**src/rtl/mux8_rr_arbiter.sv**
```systemverilog
// Round-robin scheduler for a shared 8:1 WIDTH-bit mux with a registered,
// valid/ready-drained output stage and a wrapping load counter.
module mux8_rr_arbiter #(
   parameter int WIDTH = 3
) (
   input  logic             clk,
   input  logic             rst,
   input  logic [7:0]       req,
   input  logic [WIDTH-1:0] i0,
   input  logic [WIDTH-1:0] i1,
   input  logic [WIDTH-1:0] i2,
   input  logic [WIDTH-1:0] i3,
   input  logic [WIDTH-1:0] i4,
   input  logic [WIDTH-1:0] i5,
   input  logic [WIDTH-1:0] i6,
   input  logic [WIDTH-1:0] i7,
   output logic [7:0]       gnt,
   output logic             out_valid,
   output logic [WIDTH-1:0] out_data,
   output logic [2:0]       out_sel,
   input  logic             out_ready,
   output logic [7:0]       xfer_cnt
);

   // Output handshake: a transfer completes on any rising edge where
   // out_valid && out_ready; out_valid never drops while out_ready is low, and
   // out_data/out_sel stay stable until that edge.
   typedef enum logic {EMPTY = 1'b0, FULL = 1'b1} state_t;

   state_t           state;
   logic [2:0]       ptr;
   logic             load_en;
   logic             load;
   logic             found;
   logic [2:0]       idx;
   logic [2:0]       win;
   logic [WIDTH-1:0] mux_out;

   assign out_valid = (state == FULL);
   assign load_en   = !out_valid || out_ready;
   assign load      = load_en && (|req);

   // Rotating-priority search starting at ptr; 3-bit index arithmetic wraps 7->0.
   always_comb begin
      found = 1'b0;
      idx   = 3'd0;
      win   = 3'd0;
      for (int j = 0; j < 8; j++) begin
         idx = ptr + 3'(j);
         if (!found && req[idx]) begin
            win   = idx;
            found = 1'b1;
         end
      end
   end

   always_comb begin
      gnt = 8'h00;
      if (load && !rst) gnt[win] = 1'b1;
   end

   always_comb begin
      case (win)
         3'd0:    mux_out = i0;
         3'd1:    mux_out = i1;
         3'd2:    mux_out = i2;
         3'd3:    mux_out = i3;
         3'd4:    mux_out = i4;
         3'd5:    mux_out = i5;
         3'd6:    mux_out = i6;
         default: mux_out = i7;
      endcase
   end

   always_ff @(posedge clk or posedge rst) begin
      if (rst) begin
         state    <= EMPTY;
         ptr      <= 3'd0;
         out_data <= '0;
         out_sel  <= 3'd0;
         xfer_cnt <= 8'd0;
      end else if (load) begin
         // Covers both the EMPTY fill and the back-to-back drain+refill.
         state    <= FULL;
         out_data <= mux_out;
         out_sel  <= win;
         ptr      <= win + 3'd1;
         xfer_cnt <= xfer_cnt + 8'd1;
      end else if (state == FULL && out_ready) begin
         state <= EMPTY;
      end
   end

endmodule

```
**config.mk**
```make
export PLATFORM = sky130hd
export DESIGN_NAME = mux8_rr_arbiter
export DESIGN_NICKNAME = d
export VERILOG_FILES = /design/src/rtl/mux8_rr_arbiter.sv
export SDC_FILE = /design/constraint.sdc
export NUM_CORES = 1
export LEC_CHECK = 0
export CAP_MARGIN = 20
export CORE_MARGIN = 2
export CORE_UTILIZATION = 32
export CTS_CLUSTER_DIAMETER = 100
export CTS_CLUSTER_SIZE = 8
export DETAILED_ROUTE_END_ITERATION = 10
export PLACE_DENSITY = 0.67
export SKIP_LAST_GASP = 1
export SYNTH_ARGS = -nofsm -noshare
export SYNTH_HDL_FRONTEND = slang
export SYNTH_SLANG_ARGS = --single-unit
export TNS_END_PERCENT = 1
```
**constraint.sdc**
```tcl
create_clock -name clk -period 3.7 [get_ports clk]
set_input_delay 0.74 -clock clk [delete_from_list [all_inputs] [get_ports clk]]
set_output_delay 0.74 -clock clk [all_outputs]
set_load 0.01 [all_outputs]
```
==> results.json <==
{
  "numCtsBuffers": 3,
  "ys_ff_latch": 18,
  "worst_slack_ps": -302.2,
  "final_area_sq_um": 3593,
  "worstHoldStart": "xfer_cnt[7]",
  "root_buffer": "clkbuf_8",
  "arrival_ps": 3260,
  "syn_to_final_growth_pct": 64.11,
  "cts_max_level": 1,
  "grt.total_usage_pct": 18.61,
  "drt_first_pass_iters": 4,
  "io_pins": 58,
  "hold_path_class": "flip-flop to flip-flop",
  "critPathTopFamily": "buffers and inverters",
  "synth_seq_area_share_pct": 20.57,
  "worst_setup_path_end_kind": "output port",
  "grt_max_degree": 18,
  "cp_slowest_stage_delay_ps": 490,
  "muxShareOfSynthArea_pct": 30.97,
  "grt-ovfl-total": 0,
  "yosysWarnings": 0,
  "port_buffers": 57,
  "chipWidth_um": 86.72,
  "max_freq_mhz": 249.9,
  "rsz0062_at_grt": "yes",
  "worstPathCellList": "inv_4 > ha_4 > buf_6 > buf_6 > mux4_2 > mux2i_1 > buf_4 > o2bb2ai_4 > nand2_4 > o32ai_4 > buf_6 > inv_4 > nand3_4 > nor2_2 > clkdlybuf4s15_2",
  "finalHoldViolCount": 0,
  "crit_path_max_fanout": 7,
  "crit_required_ps": 2960,
  "stdcell_count": 429,
  "hold-worst-slack_ps": 467.6,
  "synthCells": 227,
  "synth_fa_ha_area_share_pct": 1.714,
  "clkTransAtPathRegs_ps": 70,
  "yosys.cell_types.count": 55,
  "synth_simple_gate_area_share_pct": 16.97,
  "post-route-period-util_pct": 108.2,
  "drc_errors": 0,
  "hold_depth": 1,
  "critPathSlowestCell": "mux4_2",
  "drv_cap": 0,
  "dr_total_vias": 2372,
  "syn_nets": 265,
  "cts_num_sinks": 18,
  "rrSetupSlack_ps": -10,
  "synth_xor_area_share_pct": 3.600,
  "viasPerCell": 5.529,
  "fp.dieArea_sq_um": 7520,
  "antenna_found_initial": 0,
  "final_nets": 388,
  "synth_top_family_by_area": "multiplexers",
  "period_needed_ps": 4002,
  "setup_viol": 9,
  "synth_compound_gate_area_share_pct": 19.89,
  "syn_avg_cell_area_sq_um": 9.646,
  "ff2ff_path_depth": 18,
  "dp_cells": 406,
  "worstMarginPinSlew_ps": 492.7,
  "fillers": 566,
  "synth_area_sq_um": 2190,
  "finalWeightedCongestion": 0.8781,
  "drtAntennaViolNets": 0,
  "rows": 30,
  "cts_hold_buf": 0,
  "violations": "setup timing",
  "initial_core_util_pct": 32.59,
  "fin_util_pct": 53.48,
  "slew_violations": 0,
  "max-clock-path-buffers": 2,
  "cts_tree": "yes",
  "num_antenna_cells": 0,
  "core_area_sq_um": 6719,
  "skew_ps": 1.261,
  "layout_commonest_cell": "buf_4",
  "synth_edf_count": 0,
  "synth_ff_type": "dfrtp_1",
  "synth_async_sr_flop_share_pct": 100.0,
  "crit_type": "flip-flop to output port",
  "layout-drive-gt1-share_pct": 44.70,
  "r2r_end": "out_data[2]",
  "clk_latency_ps": 250,
  "mostFrequentLayoutCells": "buf_4 (70), clkdlybuf4s50_1 (41), mux2i_1 (18), dfrtp_1 (18)",
  "holdPathEnd": "xfer_cnt[7]",
  "drt-total-wl_um": 7049,
  "r2r_start": "ptr[0]",
  "dpl_cell_area_sq_um": 3278,
  "first_global_vias": 2306,
  "drtIter0Drc": 202,
  "hpwl_um": 5018,
  "grt_first_pass_wirelength_um": 11300,
  "slew_headroom_pct": 66.85,
  "crit_top_cell": "buf_6",
  "cp_num_buf_inv": 7,
  "die_height_um": 86.72,
  "crit_path_start_kind": "flip-flop",
  "routedWlPerCell_um": 16.43,
  "outcome": "complete, but fails checks"
}
synth_stat cells, drive strengths merged (2+ instances only):
master,instances,area [sq um]
o22ai,3,18.77
a31oi,2,12.51
nand4,2,12.51
a311o,2,20.02
o21ai,9,45.04
a2bb2oi,2,17.52
a211oi,3,22.52
buf,6,58.80
clkbuf,11,41.29
xor2,3,26.28
ha,3,37.54
nand3,6,30.03
mux2,13,150.1
inv,10,37.53
nand2,18,75.07
nor2b,3,18.77
nand3b,4,30.03
a21o,3,22.52
dfrtp,18,450.4
a221oi,4,35.03
xnor2,6,52.55
nor4,3,40.04
o221a,2,22.52
nand2b,7,43.79
o32ai,3,71.32
mux2i,19,190.2
or4,2,15.01
nor2,22,82.58
a21oi,8,51.30
and2,2,12.51
mux4,15,337.8
per-layer routing:
metal	up-vias	routed length, um	global-route usage (%)
met5	-	0	0
met4	0	75	2.557
met3	8	291	1.524
met2	77	3662	33.15
met1	1172	3020	25.22
li1	1115	-	-
per-stage QoR:
step / setup TNS [ps] / worst slack [ps]
after floorplan: -982.2 / -140.2
after global placement: -8115 / -917.4
after detailed placement: -8529 / -909.0
after CTS: -1972 / -268.5
after global routing: -3481 / -413.6
final: -2006 / -302.2
layout make-up:
class | count | area (sq um) | area share, %
well taps | 80 | 100.1 | 2.786
clock buffers | 4 | 55.05 | 1.532
repair buffers | 135 | 1155 | 32.14
multi-input cells | 182 | 1790 | 49.83
flip-flops and latches | 18 | 450.4 | 12.53
inverters | 10 | 42.54 | 1.184
how the worst max path moves through the flow:
stage | endpoint | slack [ps] | startpoint | cells after the start
final | gnt[3] | -300 | ptr[0] | 15
after floorplan | gnt[2] | -140 | ptr[0] | 15
after global routing | gnt[3] | -410 | ptr[0] | 15
after CTS | gnt[2] | -270 | ptr[0] | 16
after detailed placement | gnt[4] | -910 | req[6] | 11
after global placement | gnt[3] | -920 | req[5] | 10
registers in the layout, indices dropped and copies added, names as in the netlist:
name and flops:
xfer_cnt 8, out_data 3, out_sel 3, ptr 3, out_valid 1
logic make-up (layout without fill, tap and decap cells):
family                   count (synthesis)  count (layout)
buffers and inverters                   27             149
AO/OA/AOI/OAI                           52              52
multiplexers                            47              47
flip-flops                              18              18
AND/OR/NAND/NOR                         71              71
adder cells (fa/ha/maj)                  3               3
XOR/XNOR                                 9               9
repair_timing:
action,CTS,global route
resized for setup,70,6
setup endpoints to repair,11,12
endpoints found under the hold margin,0,0
setup buffers,18,2
pin swaps,12,4
Power is left out: the tool's default activity adds up to more than one toggle a clock period on the data nets, which glitch-free logic cannot reach.
